==> src/rtl/mem_bus_pkg.sv <==
// Shared definitions for the cache-side main-memory line bus initiator.
package mem_bus_pkg;

    localparam int TAG_W  = 10;
    localparam int SET_W  = 5;
    localparam int LINE_W = 128;
    localparam int BEAT_W = 16;
    localparam int BEATS  = 8;

    // Commands carried on the line bus in either direction
    typedef enum logic [2:0] {
        CMD_NOP        = 3'd0,
        CMD_RESPONSE   = 3'd1,
        CMD_READ_LINE  = 3'd2,
        CMD_WRITE_LINE = 3'd3
    } mem_cmd_e;

    // Initiator transaction states
    typedef enum logic [2:0] {
        ST_IDLE        = 3'd0,
        ST_READ_CMD    = 3'd1,
        ST_WRITE_BEATS = 3'd2,
        ST_RECV        = 3'd3,
        ST_WRITE_WAIT  = 3'd4,
        ST_DONE        = 3'd5
    } bus_state_e;

    // Any code other than RESPONSE is treated as an idle bus cycle
    function automatic logic is_response(input logic [2:0] cmd);
        return (cmd == CMD_RESPONSE);
    endfunction

endpackage

==> src/rtl/mem_line_shifter.sv <==
// Line-wide shift register shared by the write (beat out) and read (beat in) paths.
module mem_line_shifter #(
    parameter int LINE_W = 128,
    parameter int BEAT_W = 16
) (
    input  logic              clk,
    input  logic              rst,
    input  logic              load,
    input  logic [LINE_W-1:0] load_data,
    input  logic              shift_out,
    input  logic              shift_in,
    input  logic [BEAT_W-1:0] beat_in,
    output logic [LINE_W-1:0] line
);

    logic [LINE_W-1:0] line_r;

    // Load has priority; both shifts move earlier beats up toward the top
    always_ff @(posedge clk or posedge rst) begin
        if (rst) begin
            line_r <= {LINE_W{1'b0}};
        end else if (load) begin
            line_r <= load_data;
        end else if (shift_in) begin
            line_r <= {line_r[LINE_W-BEAT_W-1:0], beat_in};
        end else if (shift_out) begin
            line_r <= {line_r[LINE_W-BEAT_W-1:0], {BEAT_W{1'b0}}};
        end else begin
            line_r <= line_r;
        end
    end

    assign line = line_r;

endmodule

==> src/rtl/mem_bus_master.sv <==
// Cache-side initiator: issues READ_LINE / WRITE_LINE as eight 16-bit beats and
// gathers the memory's RESPONSE beats, with an idle-cycle timeout per beat.
module mem_bus_master #(
    parameter int TAG_W   = mem_bus_pkg::TAG_W,
    parameter int SET_W   = mem_bus_pkg::SET_W,
    parameter int LINE_W  = mem_bus_pkg::LINE_W,
    parameter int BEAT_W  = mem_bus_pkg::BEAT_W,
    parameter int TIMEOUT = 255
) (
    input  logic                   clk,
    input  logic                   R,
    input  logic                   req_valid,
    input  logic                   req_write,
    input  logic [TAG_W-1:0]       req_tag,
    input  logic [SET_W-1:0]       req_set,
    input  logic [LINE_W-1:0]      req_line,
    output logic                   req_ready,
    output logic                   resp_valid,
    output logic                   resp_err,
    output logic [LINE_W-1:0]      resp_line,
    output logic [TAG_W+SET_W-1:0] mem_a,
    output logic [2:0]             mem_c,
    output logic [BEAT_W-1:0]      mem_d,
    input  logic [2:0]             mem_c_in,
    input  logic [BEAT_W-1:0]      mem_d_in
);

    import mem_bus_pkg::*;

    localparam int         ADDR_W    = TAG_W + SET_W;
    localparam logic [2:0] LAST_BEAT = 3'(BEATS - 1);
    localparam logic [7:0] TMO_LAST  = 8'(TIMEOUT - 1);

    bus_state_e        state_r;
    logic [ADDR_W-1:0] addr_r;
    logic [2:0]        beat_cnt_r;
    logic [7:0]        tmo_cnt_r;
    logic              resp_valid_r;
    logic              resp_err_r;
    logic [LINE_W-1:0] resp_line_r;
    logic [ADDR_W-1:0] mem_a_r;
    logic [2:0]        mem_c_r;
    logic [BEAT_W-1:0] mem_d_r;

    logic              sh_load_s;
    logic [LINE_W-1:0] sh_load_data_s;
    logic              sh_out_s;
    logic              sh_in_s;
    logic [LINE_W-1:0] line_s;
    logic              is_resp_s;
    logic              tmo_hit_s;

    assign is_resp_s = is_response(mem_c_in);
    assign tmo_hit_s = (tmo_cnt_r == TMO_LAST);

    mem_line_shifter #(
        .LINE_W (LINE_W),
        .BEAT_W (BEAT_W)
    ) u_shifter (
        .clk       (clk),
        .rst       (R),
        .load      (sh_load_s),
        .load_data (sh_load_data_s),
        .shift_out (sh_out_s),
        .shift_in  (sh_in_s),
        .beat_in   (mem_d_in),
        .line      (line_s)
    );

    // Shifter control: load on accept (zeros for reads), shift out while
    // sending write beats, shift in on every captured read beat
    always_comb begin
        sh_load_s      = 1'b0;
        sh_load_data_s = {LINE_W{1'b0}};
        sh_out_s       = 1'b0;
        sh_in_s        = 1'b0;
        case (state_r)
            ST_IDLE: begin
                if (req_valid) begin
                    sh_load_s      = 1'b1;
                    sh_load_data_s = req_write ? req_line : {LINE_W{1'b0}};
                end else begin
                    sh_load_s      = 1'b0;
                end
            end
            ST_WRITE_BEATS: sh_out_s = 1'b1;
            ST_RECV:        sh_in_s  = is_resp_s;
            default: begin
                sh_load_s = 1'b0;
            end
        endcase
    end

    // Transaction FSM with registered bus and response outputs
    always_ff @(posedge clk or posedge R) begin
        if (R) begin
            state_r      <= ST_IDLE;
            addr_r       <= {ADDR_W{1'b0}};
            beat_cnt_r   <= 3'd0;
            tmo_cnt_r    <= 8'd0;
            resp_valid_r <= 1'b0;
            resp_err_r   <= 1'b0;
            resp_line_r  <= {LINE_W{1'b0}};
            mem_a_r      <= {ADDR_W{1'b0}};
            mem_c_r      <= CMD_NOP;
            mem_d_r      <= {BEAT_W{1'b0}};
        end else begin
            resp_valid_r <= 1'b0;
            resp_err_r   <= 1'b0;
            case (state_r)
                ST_IDLE: begin
                    if (req_valid) begin
                        addr_r     <= {req_tag, req_set};
                        mem_a_r    <= {req_tag, req_set};
                        beat_cnt_r <= 3'd0;
                        tmo_cnt_r  <= 8'd0;
                        if (req_write) begin
                            state_r <= ST_WRITE_BEATS;
                            mem_c_r <= CMD_WRITE_LINE;
                            mem_d_r <= req_line[LINE_W-1 -: BEAT_W];
                        end else begin
                            state_r <= ST_READ_CMD;
                            mem_c_r <= CMD_READ_LINE;
                        end
                    end
                end
                ST_READ_CMD: begin
                    state_r    <= ST_RECV;
                    mem_c_r    <= CMD_NOP;
                    mem_a_r    <= {ADDR_W{1'b0}};
                    beat_cnt_r <= 3'd0;
                    tmo_cnt_r  <= 8'd0;
                end
                ST_WRITE_BEATS: begin
                    if (beat_cnt_r == LAST_BEAT) begin
                        state_r    <= ST_WRITE_WAIT;
                        mem_c_r    <= CMD_NOP;
                        mem_a_r    <= {ADDR_W{1'b0}};
                        mem_d_r    <= {BEAT_W{1'b0}};
                        beat_cnt_r <= 3'd0;
                        tmo_cnt_r  <= 8'd0;
                    end else begin
                        beat_cnt_r <= beat_cnt_r + 3'd1;
                        mem_a_r    <= addr_r;
                        mem_d_r    <= line_s[LINE_W-BEAT_W-1 -: BEAT_W];
                    end
                end
                ST_RECV: begin
                    if (is_resp_s) begin
                        tmo_cnt_r <= 8'd0;
                        if (beat_cnt_r == LAST_BEAT) begin
                            state_r      <= ST_DONE;
                            resp_valid_r <= 1'b1;
                            resp_line_r  <= {line_s[LINE_W-BEAT_W-1:0], mem_d_in};
                        end else begin
                            beat_cnt_r <= beat_cnt_r + 3'd1;
                        end
                    end else if (tmo_hit_s) begin
                        // Captured beats sit in the low end; move them to their line slots
                        tmo_cnt_r    <= tmo_cnt_r + 8'd1;
                        state_r      <= ST_DONE;
                        resp_valid_r <= 1'b1;
                        resp_err_r   <= 1'b1;
                        resp_line_r  <= line_s << (BEAT_W * (BEATS - int'(beat_cnt_r)));
                    end else begin
                        tmo_cnt_r <= tmo_cnt_r + 8'd1;
                    end
                end
                ST_WRITE_WAIT: begin
                    if (is_resp_s) begin
                        tmo_cnt_r    <= 8'd0;
                        state_r      <= ST_DONE;
                        resp_valid_r <= 1'b1;
                    end else if (tmo_hit_s) begin
                        tmo_cnt_r    <= tmo_cnt_r + 8'd1;
                        state_r      <= ST_DONE;
                        resp_valid_r <= 1'b1;
                        resp_err_r   <= 1'b1;
                    end else begin
                        tmo_cnt_r <= tmo_cnt_r + 8'd1;
                    end
                end
                ST_DONE: begin
                    state_r <= ST_IDLE;
                end
                default: begin
                    state_r <= ST_IDLE;
                    mem_c_r <= CMD_NOP;
                    mem_a_r <= {ADDR_W{1'b0}};
                    mem_d_r <= {BEAT_W{1'b0}};
                end
            endcase
        end
    end

    assign req_ready  = (state_r == ST_IDLE) && !R;
    assign resp_valid = resp_valid_r;
    assign resp_err   = resp_err_r;
    assign resp_line  = resp_line_r;
    assign mem_a      = mem_a_r;
    assign mem_c      = mem_c_r;
    assign mem_d      = mem_d_r;

endmodule

==> config.mk <==
export PLATFORM = sky130hd
export DESIGN_NAME = mem_bus_master
export DESIGN_NICKNAME = d
export VERILOG_FILES = /design/src/rtl/mem_bus_pkg.sv /design/src/rtl/mem_line_shifter.sv /design/src/rtl/mem_bus_master.sv
export SDC_FILE = /design/constraint.sdc
export NUM_CORES = 1
export LEC_CHECK = 0
export ABC_CLOCK_PERIOD_IN_PS = 11600
export BUFFER_PORTS_ARGS = -buffer_cell sky130_fd_sc_hd__buf_2
export CAP_MARGIN = 20
export CORE_ASPECT_RATIO = 0.8
export CORE_UTILIZATION = 50
export CTS_BUF_LIST = sky130_fd_sc_hd__clkbuf_2 sky130_fd_sc_hd__clkbuf_4 sky130_fd_sc_hd__clkbuf_8
export DETAILED_ROUTE_END_ITERATION = 10
export PLACE_DENSITY = 0.72
export RECOVER_POWER = 25
export SLEW_MARGIN = 15
export SYNTH_ARGS = -nofsm -noshare
export SYNTH_HDL_FRONTEND = slang
export SYNTH_HIERARCHICAL = 1
export SYNTH_SLANG_ARGS = --single-unit
==> constraint.sdc <==
create_clock -name clk -period 11.6 [get_ports clk]
set_input_delay 0.58 -clock clk [delete_from_list [all_inputs] [get_ports clk]]
set_output_delay 0.58 -clock clk [all_outputs]
set_load 0.02 [all_outputs]
==> impl_metrics.ini, run 1 <==
[place]
dp_hpwl_um = 55100
portBuffers = 329
dp_slack_ns = 7.20
place.gp.congestion = 0.958
dpl_cell_area_mm2 = 0.0219

[sta]
finalSetupViolCount = 0
min_period_over_period = 0.426
worst_pin_slew_ns = 6.26
worst_slack_ns = 6.65
fin_setup_tns_ns = 0
hold-worst-slack_ns = 0.187
max_freq_mhz = 202
fin_worst_skew_ns = 0.0295
min_period_ns = 4.95
slew_headroom = -3.18
rsz0062_at_grt = false
finalHoldViolations = 0
drv_slew = 190

[clock_network]
hold_buffers = 0
cts_tree = done
cts.repair.resized = 0
post-cts-setup-buffer-count = 0
root_buffer = clkbuf_8
clock_latency_ns = 0.65
clock_path_buffers = 3
clk_pin_slew_worst_paths_ns = 0.07
cts_made_buffers = 55
cts_max_level = 2
cts.sinks = 320

[power_and_ir_drop]
p_leak_nw = 10.5
ir_drop_uv = 221
p_per_area_mw_per_mm2 = 263

[outcome]
outcome = finished with violations
violations = max-capacitance violations, max-slew violations

[layout]
stdcell_area_mm2 = 0.0231
area_delta_synth_final_pct = 13.1
drive_above_1_share = 0.283
nets = 2371

[worst_setup_path]
path_max_fanout = 126
worstSetupEndpointType = async pin
criticalPathCategory = primary input to async pin
cp-start-kind = primary input
r2r_start = state_r[1]$_DFFE_PP0P_
crit_required_ns = 10.82
cp_slowest_cell = clkinvlp_2
cp_num_buf_inv = 2
startpoint = R
max_stage_delay_ns = 3.40
cp_cell_sequence = clkbuf_1 -> clkinvlp_2
crit_arrival_ns = 4.17
critical-path-top-delay-family = buffers and inverters

[yosys]
syn_inst = 2019
async_flop_share = 1.00
synthFlopType = dfrtp_1
synth_common_cells = dfrtp_1, nand2_1, nor2b_1
yosysWarningCount = 6
synth_area_leaders = dfrtp_1, a221o_1, mux4_2
synth.most_common_cell = dfrtp_1
yosysSeqAreaShare = 0.392
synth_edf_count = 0
syn_avg_cell_area_um2 = 10.1
ys_types = 66
ys_ff_latch = 320
synth.cell_area_mm2 = 0.0204
synth.largest_area_cell = dfrtp_1
synth_top_area_frac = 0.392
synth_nets = 2191

[flow_run]
drv_cap = 2

[routing]
wl_per_cell_um = 29.0
viasPerCell = 6.75
drt_iter0_drc = 2737
firstDrtPassIters = 6
remaining_drc_errors = 0
wl_um = 80500
vias = 18700
ant_nets = 0

[floorplanning]
dieArea_mm2 = 0.0417
die_height_um = 183
io_pins = 331
start_util = 0.513
die_w_um = 228
num_rows = 65
design.core.area_mm2 = 0.0399

[grt]
gr-usage-all-layers = 0.375
antenna_found_initial = 7
gr-total-overflow = 0
grt_pass1_wl_um = 117000
grt_max_degree = 279
grt_pass1_vias = 17400

[min_path]
holdCritPathClass = primary input to register
hold_start = req_tag[7]
[flip-flops by register name, indices dropped and copies added, names as in the netlist, 3 cells and up]
signal / count
state_r: 3
resp_line: 128
beat_cnt_r: 3
mem_a: 15
mem_d: 16
tmo_cnt_r: 8
u_shifter/line: 128
addr_r: 15
[kinds of logic (layout without fill, tap and decap cells)]
kind of cell | after synthesis | count (layout) | synth area share
AOI/OAI and AO/OA | 574 | 574 | 0.201
xor gates and xnor gates | 2 | 2 | 0.000858
adders and majority gates | 6 | 6 | 0.00367
buffers and inverters | 250 | 470 | 0.0607
DFF | 320 | 320 | 0.392
muxes | 212 | 212 | 0.147
other | 1 | 5 | 0.000184
and+or+nand+nor | 654 | 654 | 0.195
[power breakdown]
group,internal [W],total [W],switching [W]
registers,0.00140,0.00207,0.000664
clock network,0.000626,0.00113,0.000506
logic,0.00125,0.00288,0.00163
[through the flow]
| step | total power, W | cells | util |
|---|---|---|---|
| 2_1_floorplan | 0.00397 | 2019 | - |
| 3_3_place_gp | 0.00477 | 2674 | 0.549 |
| 3_5_place_dp | 0.00483 | 2675 | 0.549 |
| 4_1_cts | 0.00596 | 2772 | 0.579 |
| 5_1_grt | 0.00629 | 2776 | 0.580 |
| 6_report | 0.00608 | 2779 | 0.580 |
[cell usage in the layout (no fill, tap or decap), types with 3 or more instances in the layout]
cell type  Yosys  routed
a21oi_1       84      84
mux2i_1       34      34
nor2b_1      147     146
mux2_4        30      30
diode_2        0       4
nor2_1        14      11
o22a_1        16      16
and3_1       131     131
a21o_1         4       4
o21ai_1       75      74
a22o_1        20      20
mux2_2        69      69
clkinv_2       0       5
o21ai_0       62      62
nand2_1      168     168
ha_1           6       5
clkbuf_8       0      77
clkbuf_4       0      13
a31oi_1       48      48
dfrtp_1      320     319
mux4_2        48      48
buf_4         17      29
or3b_2        16      16
o2bb2a_1      16      16
nor3_1         6       5
nor2_2         1       3
clkbuf_1     125      16
a221o_1      112     112
a22oi_1       78      78
a21boi_1      14      14
buf_2         73     313
mux2_1        31      31
nor4b_1      112     112
o211ai_1      17      17
and2b_1        4       4
o2bb2ai_1     15      15
nand3_1       35      35
inv_1          9       6
[worst paths after layout]
| kind | cells past startpoint | slack [ns] | to |
|---|---|---|---|
| min in group asynchronous | 2 | 0.85 | u_shifter/line[55]$_DFFE_PP0P_ |
| max reg2reg | 7 | 7.42 | u_shifter/line[54]$_DFFE_PP0P_ |
| max in group clk | 7 | 7.42 | u_shifter/line[54]$_DFFE_PP0P_ |
| min reg2reg | 1 | 0.49 | addr_r[12]$_DFFE_PP0P_ |
| max | 2 | 6.65 | beat_cnt_r[0]$_DFFE_PP0P_ |
| min | 2 | 0.19 | addr_r[12]$_DFFE_PP0P_ |
[per-layer routing]
layer | track usage | wire [µm] | up-vias
met3 | 0.111 | 9780 | 169
met4 | 0.172 | 3730 | 6
met5 | 0 | 46 | -
met2 | 0.516 | 33500 | 1116
li1 | - | - | 8046
met1 | 0.541 | 33500 | 9412
[area by class of cell]
class                           instances  area [µm²]
Multi-Input combinational cell       1449       11300
Fill cell                            3525       16700
Antenna cell                            4        10.0
Tap cell                              536         671
Inverter                               11        46.3
Sequential cell                       320        8010
Clock inverter                          7        41.3
Clock buffer                           90        1160
Timing Repair Buffer                  362        1910
(Power assumes the default switching activity.)
==> run 2, diff against run 1 <==
ABC_CLOCK_PERIOD_IN_PS = 4100   (was 11600)
PLACE_DENSITY = 0.75   (was 0.72)
clock period = 4.1 ns   (was 11.6 ns; I/O delays follow)
==> impl_metrics.ini, run 2 (synthesis results as in run 1) <==
[floorplanning]
dieArea_mm2 = 0.0417
num_rows = 65
die_w_um = 228
io_pins = 331
design.core.area_mm2 = 0.0399
die_height_um = 183
start_util = 0.513

[clock_network]
cts_tree = done
cts_max_level = 2
cts.sinks = 320
root_buffer = clkbuf_8
cts_made_buffers = 54
clock_latency_ns = 0.66
post-cts-setup-buffer-count = 0
clock_path_buffers = 3
cts.repair.resized = 0
clk_pin_slew_worst_paths_ns = 0.07

[layout]
drive_above_1_share = 0.275
final_cells = 2936
final_cell_mix = buf_2, dfrtp_1, nand2_1
nets = 2522
final_common_cell = buf_2
area_delta_synth_final_pct = 21.7
fin_util = 0.624

[power_and_ir_drop]
p_int_w = 0.00972
power_switching_w = 0.00842
clock_power_share = 0.192
power_w = 0.0181
comb_power_share = 0.480
switching_share = 0.464
ir_drop_uv = 575
power_frac_seq = 0.328
p_leak_nw = 11.3
p_per_area_mw_per_mm2 = 729

[grt]
grt_pass1_wl_um = 127000
antenna_found_initial = 12
gr-total-overflow = 0
grt_max_degree = 175
grt_pass1_vias = 18900
gr-usage-all-layers = 0.404

[sta]
worst_pin_slew_ns = 2.47
worst_slack_ns = 0.745
max_freq_mhz = 298
fin_setup_tns_ns = 0
rsz0062_at_grt = false
drv_slew = 194
finalSetupViolCount = 0
slew_headroom = -0.646
finalHoldViolations = 0
fin_worst_skew_ns = 0.0326
min_period_ns = 3.35
min_period_over_period = 0.818

[routing]
wl_per_cell_um = 29.3
drt_iter0_drc = 3088
remaining_drc_errors = 0
wl_met2_um = 36900
wl_um = 86000
route.met3.wl_um = 10500
wl_met1_um = 34800
viasPerCell = 6.81
vias = 20000
highest_layer = met5
ant_nets = 0
firstDrtPassIters = 6

[place]
dp_hpwl_um = 57300
dp.cells = 2683
dp_slack_ns = 1.15
place.gp.congestion = 1.02
portBuffers = 329

[worst_setup_path]
worstSetupEndpointType = register
cp-start-kind = register
path_max_fanout = 169
cp_cell_sequence = or2_1 -> nor3b_2 -> buf_12 -> and3_1 -> nor2b_1 -> a21oi_1 -> dlygate4sd3_1
criticalPathCategory = register to register
max_stage_delay_ns = 0.65
cp_slowest_cell = nor3b_2
crit_required_ns = 4.69
crit_arrival_ns = 3.94

[flow_run]
drv_cap = 2

[min_path]
holdCritPathClass = primary input to register

[outcome]
outcome = finished with violations
violations = max-capacitance violations, max-slew violations
run 2: cell count changes in the layout (fill, tap and decap cells not counted), sizes merged:
cell / previous run / this run
clkinv: 5 / 11
dlygate4sd3: 0 / 147
buf: 346 / 364
bufinv: 0 / 4
clkbuf: 106 / 88
run 2: path summary, 6_finish.rpt:
| check | startpoint | endpoint | slack [ns] | cells after the start |
|---|---|---|---|---|
| min in group asynchronous | R | u_shifter/line[1]$_DFFE_PP0P_ | 0.30 | 3 |
| min | req_line[48] | u_shifter/line[48]$_DFFE_PP0P_ | 0.005 | 3 |
| min reg2reg | mem_d[9]$_DFFE_PP0P_ | mem_d[9]$_DFFE_PP0P_ | 0.48 | 2 |
| max | state_r[1]$_DFFE_PP0P_ | u_shifter/line[12]$_DFFE_PP0P_ | 0.75 | 7 |
| max reg2reg | state_r[1]$_DFFE_PP0P_ | u_shifter/line[12]$_DFFE_PP0P_ | 0.75 | 7 |
| max in group asynchronous | R | mem_d[9]$_DFFE_PP0P_ | 1.59 | 4 |
run 2: power groups by stage:
stage	combinational [W]	sequential, W	clock, W
floorplan	0.00638	0.00486	0
global placement	0.00810	0.00583	0
detailed placement	0.00825	0.00582	0
CTS	0.00844	0.00577	0.00348
global route	0.00913	0.00592	0.00362
finish	0.00871	0.00595	0.00348
run 2: area by class of cell:
cell class / count / area [µm²]
Clock buffer: 85 / 1110
Clock inverter: 17 / 205
Tap cell: 536 / 671
Timing Repair Buffer: 514 / 3540
Inverter: 11 / 46.3
Multi-Input combinational cell: 1449 / 11300
Fill cell: 3314 / 15000
Antenna cell: 4 / 10.0
Sequential cell: 320 / 8010
run 2: per-stage QoR:
stage | hold slack [ns] | cell area [µm²]
2_1_floorplan | 0.340 | 20400
3_3_place_gp | 0.204 | 22000
3_5_place_dp | 0.210 | 22100
4_1_cts | 0.000697 | 24900
5_1_grt | 0.00794 | 24900
6_report | 0.00488 | 24900
run 2: routing by layer:
metal  vias up  GRT usage
met5         -          0
met4         8      0.176
met3       245      0.121
met2      1439      0.578
met1      9941      0.566
li1       8354          -
run 2: worst max-delay path, delay by kind of cell, from the launching register on:
family,cells,cell delay (ns)
compound gates,1,0.14
buf+inv,2,1.10
flops,1,0.59
simple gates,4,1.37
run 2: what timing repair did:
action	CTS	global route
endpoints found under the hold margin	386	0
setup endpoints to repair	0	0
hold buffers	147	0
